$ cat src/rtl/activation_stream_unit.sv
// Streaming multi-lane activation stage: scale, activate, requantise with a
// two-deep valid/ready pipeline, per-lane clip flags and frame statistics.
module activation_stream_unit #(
    parameter int unsigned IN_WIDTH    = 32,
    parameter int unsigned OUT_WIDTH   = 8,
    parameter int unsigned LANES       = 4,
    parameter int unsigned SCALE_SHIFT = 8,
    parameter int unsigned LEAK_SHIFT  = 3,
    parameter int unsigned CNT_WIDTH   = 16
) (
    input  logic                       clk,
    input  logic                       rst,
    input  logic [2:0]                 act_type,
    input  logic                       in_valid,
    output logic                       in_ready,
    input  logic [IN_WIDTH*LANES-1:0]  in_data,
    input  logic                       in_last,
    output logic                       out_valid,
    input  logic                       out_ready,
    output logic [OUT_WIDTH*LANES-1:0] out_data,
    output logic                       out_last,
    output logic [LANES-1:0]           out_sat,
    output logic [CNT_WIDTH-1:0]       frames_done,
    output logic [CNT_WIDTH-1:0]       sat_events,
    output logic                       cfg_err
);

    localparam logic [2:0] MODE_IDENT = 3'b000;
    localparam logic [2:0] MODE_RELU  = 3'b001;
    localparam logic [2:0] MODE_LEAKY = 3'b010;
    localparam logic [2:0] MODE_HSIG  = 3'b011;
    localparam logic [2:0] MODE_HTANH = 3'b100;

    // One extra bit so the sigmoid offset and negation cannot overflow before clamping.
    localparam int unsigned XW = IN_WIDTH + 1;
    localparam logic signed [XW-1:0] OMAX = XW'(2 ** (OUT_WIDTH - 1) - 1);
    localparam logic signed [XW-1:0] OMIN = -OMAX - XW'(1);
    localparam logic signed [XW-1:0] HALF = XW'(2 ** (OUT_WIDTH - 2));

    logic                       en, in_fire, out_fire;
    logic                       act_rsvd;
    logic [2:0]                 act_dec, beat_mode, mode_q;
    logic                       frame_start_q, cfg_err_q;

    logic                       v1_q, last1_q;
    logic [2:0]                 mode1_q;
    logic [IN_WIDTH*LANES-1:0]  s1_d, s1_q;

    logic                       v2_q, last2_q;
    logic [OUT_WIDTH*LANES-1:0] data2_d, data2_q;
    logic [LANES-1:0]           sat2_d, sat2_q;

    logic signed [XW-1:0]       w, p, lo, hi;
    logic [CNT_WIDTH:0]         pop, sat_sum;
    logic [CNT_WIDTH-1:0]       frames_q, sat_events_q;

    assign en       = out_ready || !v2_q;
    assign in_ready = en;
    assign in_fire  = in_valid && en;
    assign out_fire = v2_q && out_ready;

    assign act_rsvd  = act_type > MODE_HTANH;
    assign act_dec   = act_rsvd ? MODE_IDENT : act_type;
    // The first beat of a frame uses the live act_type; later beats the latched one.
    assign beat_mode = frame_start_q ? act_dec : mode_q;

    // Frame tracking, mode latch and sticky reserved-mode flag
    always_ff @(posedge clk or negedge rst) begin
        if (!rst) begin
            mode_q        <= MODE_RELU;
            frame_start_q <= 1'b1;
            cfg_err_q     <= 1'b0;
        end else if (in_fire) begin
            frame_start_q <= in_last;
            if (frame_start_q) begin
                mode_q <= act_dec;
                if (act_rsvd) cfg_err_q <= 1'b1;
            end
        end
    end

    // Stage 1 input: sign-preserving scale of every lane
    always_comb begin
        s1_d = '0;
        for (int unsigned k = 0; k < LANES; k++) begin
            s1_d[k*IN_WIDTH +: IN_WIDTH] = $signed(in_data[k*IN_WIDTH +: IN_WIDTH]) >>> SCALE_SHIFT;
        end
    end

    // Stage 1 register: scaled lanes with their frame marker and mode
    always_ff @(posedge clk or negedge rst) begin
        if (!rst) begin
            v1_q    <= 1'b0;
            last1_q <= 1'b0;
            mode1_q <= MODE_RELU;
            s1_q    <= '0;
        end else if (en) begin
            v1_q <= in_valid;
            if (in_valid) begin
                last1_q <= in_last;
                mode1_q <= beat_mode;
                s1_q    <= s1_d;
            end
        end
    end

    // Activation and clamp per lane; sat flags any lane pulled back into range
    always_comb begin
        data2_d = '0;
        sat2_d  = '0;
        w       = '0;
        p       = '0;
        lo      = OMIN;
        hi      = OMAX;
        for (int unsigned k = 0; k < LANES; k++) begin
            w  = XW'($signed(s1_q[k*IN_WIDTH +: IN_WIDTH]));
            p  = w;
            lo = OMIN;
            hi = OMAX;
            case (mode1_q)
                MODE_RELU:  p = w[XW-1] ? '0 : w;
                MODE_LEAKY: p = w[XW-1] ? (w >>> LEAK_SHIFT) : w;
                MODE_HSIG: begin
                    p  = (w >>> 1) + HALF;
                    lo = '0;
                end
                MODE_HTANH: lo = -OMAX;
                default:    p = w;
            endcase
            if (p < lo) begin
                sat2_d[k] = 1'b1;
                data2_d[k*OUT_WIDTH +: OUT_WIDTH] = lo[OUT_WIDTH-1:0];
            end else if (p > hi) begin
                sat2_d[k] = 1'b1;
                data2_d[k*OUT_WIDTH +: OUT_WIDTH] = hi[OUT_WIDTH-1:0];
            end else begin
                data2_d[k*OUT_WIDTH +: OUT_WIDTH] = p[OUT_WIDTH-1:0];
            end
        end
    end

    // Stage 2 register: output beat, held while downstream stalls
    always_ff @(posedge clk or negedge rst) begin
        if (!rst) begin
            v2_q    <= 1'b0;
            last2_q <= 1'b0;
            data2_q <= '0;
            sat2_q  <= '0;
        end else if (en) begin
            v2_q <= v1_q;
            if (v1_q) begin
                last2_q <= last1_q;
                data2_q <= data2_d;
                sat2_q  <= sat2_d;
            end
        end
    end

    // Clipped-lane count of the current output beat, with headroom bit for overflow
    always_comb begin
        pop = '0;
        for (int unsigned k = 0; k < LANES; k++) begin
            pop = pop + (CNT_WIDTH + 1)'(sat2_q[k]);
        end
        sat_sum = {1'b0, sat_events_q} + pop;
    end

    // Statistics on output handshake: wrapping frame count, saturating clip count
    always_ff @(posedge clk or negedge rst) begin
        if (!rst) begin
            frames_q     <= '0;
            sat_events_q <= '0;
        end else if (out_fire) begin
            if (last2_q) frames_q <= frames_q + 1'b1;
            sat_events_q <= sat_sum[CNT_WIDTH] ? '1 : sat_sum[CNT_WIDTH-1:0];
        end
    end

    assign out_valid   = v2_q;
    assign out_data    = data2_q;
    assign out_last    = last2_q;
    assign out_sat     = sat2_q;
    assign frames_done = frames_q;
    assign sat_events  = sat_events_q;
    assign cfg_err     = cfg_err_q;

endmodule

$ cat config.mk
export PLATFORM = sky130hd
export DESIGN_NAME = activation_stream_unit
export DESIGN_NICKNAME = d
export VERILOG_FILES = /design/src/rtl/activation_stream_unit.sv
export SDC_FILE = /design/constraint.sdc
export NUM_CORES = 1
export LEC_CHECK = 0
export ABC_CLOCK_PERIOD_IN_PS = 11000
export CAP_MARGIN = 20
export CORE_AREA = 3 3 166 152
export CTS_CLUSTER_DIAMETER = 100
export DETAILED_ROUTE_END_ITERATION = 8
export DIE_AREA = 0 0 169 155
export PLACE_DENSITY = 0.81
export SLEW_MARGIN = 20
export SYNTH_ARGS = -nofsm -noshare
export SYNTH_HDL_FRONTEND = slang
export SYNTH_SLANG_ARGS = --single-unit
$ cat constraint.sdc
create_clock -name clk -period 11 [get_ports clk]
set_input_delay 2.75 -clock clk [delete_from_list [all_inputs] [get_ports clk]]
set_output_delay 2.75 -clock clk [all_outputs]
set_load 0.02 [all_outputs]
==> results_dict.tcl, run 1 <==
set metrics [dict create \
    run_status "complete, no violations" \
    post-dp-hpwl_microns 25400 \
    cts-resized-gates 0 \
    cts_hold_buf 0 \
    switching_share_pct 41.4 \
    die_x_microns 169 \
    synth.cells.most_frequent "dfrtp_1 (171), nand2_1 (128), mux2_2 (97), o21ai_0 (97), nor2_1 (96)" \
    finalSetupTns_ns 0 \
    drt_drc 0 \
    critPathKind "input port to output pin" \
    power.switching_mw 1.22 \
    core_sq_um 23400 \
    place.gp.congestion 0.919 \
    postSynthRegisterBits 173 \
    startpoint_type "input port" \
    power.internal_mw 1.72 \
    max_slew.worst_pin.slew_ns 1.02 \
    io_pins 208 \
    postSynthCellCount 1437 \
    final-max-slew-violation-count 0 \
    synth-warning-count 0 \
    nets 1785 \
    synth.mux.area_fraction_pct 8.74 \
    synth.top_cell.area_share_pct 33.0 \
    total_wirelength_microns 35800 \
    clock_tree.root_cell "clkbuf_16" \
    area_growth_syn_to_layout_pct 18.8 \
    synth_area_per_cell_sq_um 9.01 \
    first_global_vias 11564 \
    holdCritPathClass "register to register" \
    power.leakage_nw 6.51 \
    die_h_microns 155 \
    initialDrtViolationCount 1300 \
    synth.cell_area_sq_um 13000 \
    die-area_sq_um 26200 \
    maximum_number_of_pins_on_one_net_before_global_route_repair 61 \
    route.detailed.wl_per_inst_microns 19.2 \
    maxClockFrequency_mhz 143 \
    seq_area_frac_synth_pct 33.4 \
    fraction_of_layout_cells_with_a_size_suffix_above_1_pct 10.9 \
    post-route-worst-setup-slack_ns 3.99 \
    synthesis.nets 1671 \
    async_flop_share_pct 100 \
    initial_utilization_pct 55.3 \
    pwr-share-seq_pct 34.1 \
    drtAntennaViolNets 0 \
    drtPass1Iterations 6 \
    power.share.clock_pct 21.0 \
    crit_required_ns 8.25 \
    power_density_nw_per_um2 191 \
    synthXorXnorAreaFrac_pct 4.87 \
    peakVddDrop_mv 0.164 \
    peak_fanout_along_the_critical_path 8 \
    clkSinkCount 173 \
    cts_tree "yes" \
    std_cell_rows 53 \
    gr-total-overflow 0 \
    post_synth_edffs 0 \
    finish.utilization_pct 65.7 \
    layout_min_cycle_time_ns 7.01 \
    grt_antenna_before_repair 0 \
    dpl_worst_slack_ns 4.00 \
    avgViaCountPerCell 6.38 \
    synth_compound_area_share_pct 22.1 \
    yosys.area_share.adder_pct 9.80 \
    worst_setup_hold_path_clk_slew_ns 0.07 \
    whs_ns 0.466 \
    clock_latency_ns 0.43 \
    first_pass_grt_wire_length_microns 58900 \
    grt.total_usage_pct 27.2 \
    io_buffers 175 \
    cts.repair_timing.setup_buffer_count 0 \
    worstSetupEndpointType "output pin" \
    final.setup_skew_ns 0.0117 \
    combPwrFrac_pct 44.9 \
    synth_most_common_cell "dfrtp_1" \
    final_hold_viol_count 0 \
    cts.path.max_buffers 2 \
    routed-via-count 11919 \
    ys_types 81 \
    timing.final.setup_violations 0 \
    ys_dominant_reg_cell "dfrtp_1" \
    period_share_pct 63.7 \
    numCtsBuffers 17 \
    rsz0062_at_grt "no" \
    cap_violations 0 \
    netlist_top_cells_area "dfrtp_1 (33%), ha_1 (9.2%), mux2_2 (8.4%), o21ai_0 (3.7%), nand2_1 (3.7%)" \
    simple_gate_fraction_of_synth_area_pct 16.8 \
    relative_max_transition_margin_pct 31.8 \
    synthDominantAreaCellType "dfrtp_1" \
    combinational_family_with_the_most_area_after_synthesis "compound AO/OA/AOI/OAI gates" \
    count_of_fill_cells_added_during_filler_insertion 1910 \
    number_of_levels_in_the_clock_h_tree 4 \
    worstPathArrival_ns 4.26 \
]
-- final cells by class --
cell class / count / area, sq um / share of cell area, %
Multi-Input combinational cell: 1135 / 8080 / 52.5
Tap cell: 302 / 378 / 2.46
Inverter: 31 / 118 / 0.764
Sequential cell: 173 / 4330 / 28.2
Clock inverter: 14 / 159 / 1.03
Clock buffer: 18 / 429 / 2.79
Timing Repair Buffer: 193 / 1890 / 12.3
Antenna cell: 1 / 2.50 / 0.0163
-- state kept, by name (all words and copies together), names as in the netlist --
name and cells:
cfg_err 1, frame_start_q 1, frames_done 16, last1_q 1, mode_q 3, out_data 32
out_last 1, out_sat 4, out_valid 1, s1_q 96, sat_events 16, v1_q 1
-- logic make-up after synthesis --
kind of cell,count (synthesis)
buffers and inverters,129
AND/OR/NAND/NOR,438
XOR/XNOR,72
multiplexers,101
AO/OA/AOI/OAI,424
adder cells (fa/ha/maj),100
flip-flops,173
-- power by group through the flow --
stage          Clock, mW  Combinational [mW]  Sequential [mW]
4_1_cts            0.628                1.31            0.996
2_1_floorplan          0               0.838             1.00
3_5_place_dp           0                1.30             1.00
5_1_grt            0.656                1.46             1.03
3_3_place_gp           0                1.26             1.00
6_report           0.619                1.32             1.00
-- placed cells by master (no fill, tap or decap), drive strengths merged, types with 17 or more instances in the layout --
| cell type | count |
|---|---|
| nand2 | 128 |
| inv | 33 |
| clkdlybuf4s50 | 174 |
| o21ai | 99 |
| xor2 | 29 |
| xnor2 | 43 |
| ha | 95 |
| mux2 | 97 |
| nand4 | 34 |
| a21oi | 88 |
| o21a | 26 |
| clkbuf | 18 |
| dfrtp | 171 |
| and3 | 18 |
| nor4 | 17 |
| nor3 | 17 |
| a21o | 21 |
| nand3 | 57 |
| buf | 18 |
| nor2 | 96 |
| a22oi | 62 |
-- layer usage --
layer  GRT usage [%]  part of all wire, %  vias to the layer above
met4            10.4                  3.3                        0
met5               0                    0                        -
met3            4.57                  7.1                       81
li1                -                    -                     5575
met2            43.5                   46                      534
met1            37.2                   43                     5729
-- worst paths after layout --
path,startpoint,end,slack [ns],cells after the start
max in group asynchronous,rst,s1_q[22]$_DFFE_PN0P_,6.86,3
worst max-delay path,out_ready,in_ready,3.99,3
worst max register to register,mode_q[2]$_DFFE_PN0P_,out_data[10]$_DFFE_PN0P_,5.36,15
worst min-delay path,frame_start_q$_DFFE_PN1P_,frame_start_q$_DFFE_PN1P_,0.47,2
worst min register to register,frame_start_q$_DFFE_PN1P_,frame_start_q$_DFFE_PN1P_,0.47,2
min in group asynchronous,rst,frames_done[15]$_DFFE_PN0P_,2.25,1
-- through the flow --
step	cell area (sq um)	power, mW	std cells
after floorplan	13000	1.84	1437
after global placement	14800	2.26	1833
after detailed placement	14800	2.30	1833
after CTS	15400	2.93	1865
after global routing	15400	3.14	1866
final	15400	2.94	1867
-- worst max-delay path: stages --
cell	delay (ns)
clkdlybuf4s50_1	0.51
nand2b_1	0.32
clkdlybuf4s50_1	0.68
No activity file was read; power rests on OpenSTA's default activity.
==> run 2, diff against run 1 <==
--- a/config.mk
+++ b/config.mk
@@ -5,13 +5,13 @@
 export SDC_FILE = /design/constraint.sdc
 export NUM_CORES = 1
 export LEC_CHECK = 0
-export ABC_CLOCK_PERIOD_IN_PS = 11000
+export ABC_CLOCK_PERIOD_IN_PS = 6100
 export CAP_MARGIN = 20
-export CORE_AREA = 3 3 166 152
+export CORE_AREA = 3 3 174 159
 export CTS_CLUSTER_DIAMETER = 100
 export DETAILED_ROUTE_END_ITERATION = 8
-export DIE_AREA = 0 0 169 155
-export PLACE_DENSITY = 0.81
+export DIE_AREA = 0 0 177 162
+export PLACE_DENSITY = 0.78
 export SLEW_MARGIN = 20
 export SYNTH_ARGS = -nofsm -noshare
 export SYNTH_HDL_FRONTEND = slang
==> constraint.sdc (replaced) <==
create_clock -name clk -period 6.1 [get_ports clk]
set_input_delay 1.525 -clock clk [delete_from_list [all_inputs] [get_ports clk]]
set_output_delay 1.525 -clock clk [all_outputs]
set_load 0.02 [all_outputs]
==> results_dict.tcl, run 2 (same netlist as run 1, synthesis figures left out) <==
set metrics [dict create \
    multiInputGateArea_sq_um 8080 \
    die_x_microns 177 \
    cts_hold_buf 0 \
    run_status "complete, no violations" \
    core_sq_um 26000 \
    die-area_sq_um 28700 \
    whs_ns 0.469 \
    place.gp.congestion 0.925 \
    cts.repair_timing.setup_buffer_count 0 \
    finish.utilization_pct 59.5 \
    io_pins 208 \
    cts-resized-gates 0 \
    initialDrtViolationCount 1236 \
    relative_max_transition_margin_pct 26.1 \
    worst_setup_hold_path_clk_slew_ns 0.07 \
    layout.cells.most_common "clkdlybuf4s50_1" \
    peakVddDrop_mv 0.212 \
    post-dp-hpwl_microns 26000 \
    routed-via-count 11821 \
    max_reg_flops 96 \
    finalSetupTns_ns 0 \
    power.leakage_nw 6.52 \
    drt_drc 0 \
    layout.area.seq_sq_um 4330 \
    timing.final.setup_violations 0 \
    startpoint_type "register" \
    route.detailed.wl_per_inst_microns 18.6 \
    die_h_microns 162 \
    power_density_nw_per_um2 340 \
    grt.total_usage_pct 24.7 \
    rsz0062_at_grt "no" \
    io_buffers 175 \
    worstSetupEndpointType "register" \
    crit_required_ns 6.43 \
    largest_register "s1_q" \
    total_wirelength_microns 35700 \
    initial_utilization_pct 49.8 \
    cts_tree "yes" \
    count_of_fill_cells_added_during_filler_insertion 2216 \
    first_pass_grt_wire_length_microns 58200 \
    avgViaCountPerCell 6.17 \
    gr-total-overflow 0 \
    worstPathArrival_ns 5.45 \
    mostFrequentLayoutCells "clkdlybuf4s50_1 (174), dfrtp_1 (171), nand2_1 (127)" \
    fraction_of_layout_cells_with_a_size_suffix_above_1_pct 11.3 \
    critPathKind "register to register" \
    total_power_mw 5.26 \
    cts.path.max_buffers 2 \
    drtAntennaViolNets 0 \
    cap_violations 0 \
    final-max-slew-violation-count 0 \
    layout_min_cycle_time_ns 5.12 \
    clock_latency_ns 0.44 \
    area_growth_syn_to_layout_pct 19.4 \
    maximum_number_of_pins_on_one_net_before_global_route_repair 105 \
    period_share_pct 84.0 \
    nets 1790 \
    drtPass1Iterations 6 \
    grt_antenna_before_repair 0 \
    final.setup_skew_ns 0.0101 \
    holdCritPathClass "register to register" \
    insertedDiodeCount 0 \
    number_of_levels_in_the_clock_h_tree 4 \
    numCtsBuffers 17 \
    final_hold_viol_count 0 \
    clkSinkCount 173 \
    peak_fanout_along_the_critical_path 20 \
    maxClockFrequency_mhz 195 \
    clock_tree.root_cell "clkbuf_16" \
    std_cell_rows 56 \
    first_global_vias 11316 \
    max_slew.worst_pin.slew_ns 1.10 \
]
run 2: cell count changes in the layout (fill, tap and decap cells not counted), sizes merged, moves of 2 or more:
cell / previous run / this run
clkinv: 7 / 9
buf: 18 / 24
bufinv: 2 / 0
inv: 33 / 35
run 2: worst paths after layout:
check | from | end | slack [ns] | cells past startpoint
worst max-delay path | mode_q[1]$_DFFE_PN0P_ | out_data[25]$_DFFE_PN0P_ | 0.98 | 13
worst min-delay path | frames_done[15]$_DFFE_PN0P_ | frames_done[15]$_DFFE_PN0P_ | 0.47 | 1
worst max register to register | mode_q[1]$_DFFE_PN0P_ | out_data[25]$_DFFE_PN0P_ | 0.98 | 13
worst min register to register | frames_done[15]$_DFFE_PN0P_ | frames_done[15]$_DFFE_PN0P_ | 0.47 | 1
max in group asynchronous | rst | mode_q[0]$_DFFE_PN1P_ | 3.79 | 2
min in group asynchronous | rst | frames_done[7]$_DFFE_PN0P_ | 1.19 | 1
run 2: layout make-up:
| class | count | share of cell area, % |
|---|---|---|
| multi-input combinational | 1135 | 52.2 |
| sequential | 173 | 28.0 |
| timing repair buffer | 198 | 12.5 |
| tap | 348 | 2.82 |
| clock buffer | 17 | 2.75 |
| clock inverter | 15 | 0.995 |
| inverter | 31 | 0.761 |
run 2: critical path, cell delays in order (launching register included):
cell and delay [ns]:
dfrtp_1 0.81, nand2b_1 0.51, nor3_1 0.94, a22oi_1 0.19, o21ai_0 0.17, ha_1 0.30
a21o_1 0.18, a21o_1 0.17, a21oi_1 0.12, o21ai_0 0.10, a2111oi_0 0.89, nor3_1 0.28
a21oi_1 0.19, o21ba_2 0.17
run 2: per-layer routing:
| layer | GRT usage, % | vias up | routed length (microns) | part of all wire (%) |
|---|---|---|---|---|
| met1 | 34.1 | 5702 | 15900 | 45 |
| met4 | 6.50 | 0 | 640 | 1.8 |
| met2 | 40.5 | 469 | 17000 | 48 |
| met5 | 0 | - | 0 | 0 |
| li1 | - | 5598 | - | - |
| met3 | 4.02 | 52 | 2130 | 6.0 |
run 2: power breakdown:
part | internal, mW | leakage [nW] | switching [mW]
registers | 1.41 | 2.07 | 0.395
logic | 1.09 | 4.18 | 1.29
clock network | 0.545 | 0.278 | 0.528
run 2: through the flow:
| step | cells | setup WS, ns | area, sq um |
|---|---|---|---|
| floorplan | 1437 | 1.30 | 13000 |
| global placement | 1885 | 1.28 | 14900 |
| detailed placement | 1885 | 1.11 | 14900 |
| CTS | 1917 | 1.07 | 15500 |
| global route | 1917 | 0.636 | 15500 |
| finish | 1917 | 0.979 | 15500 |
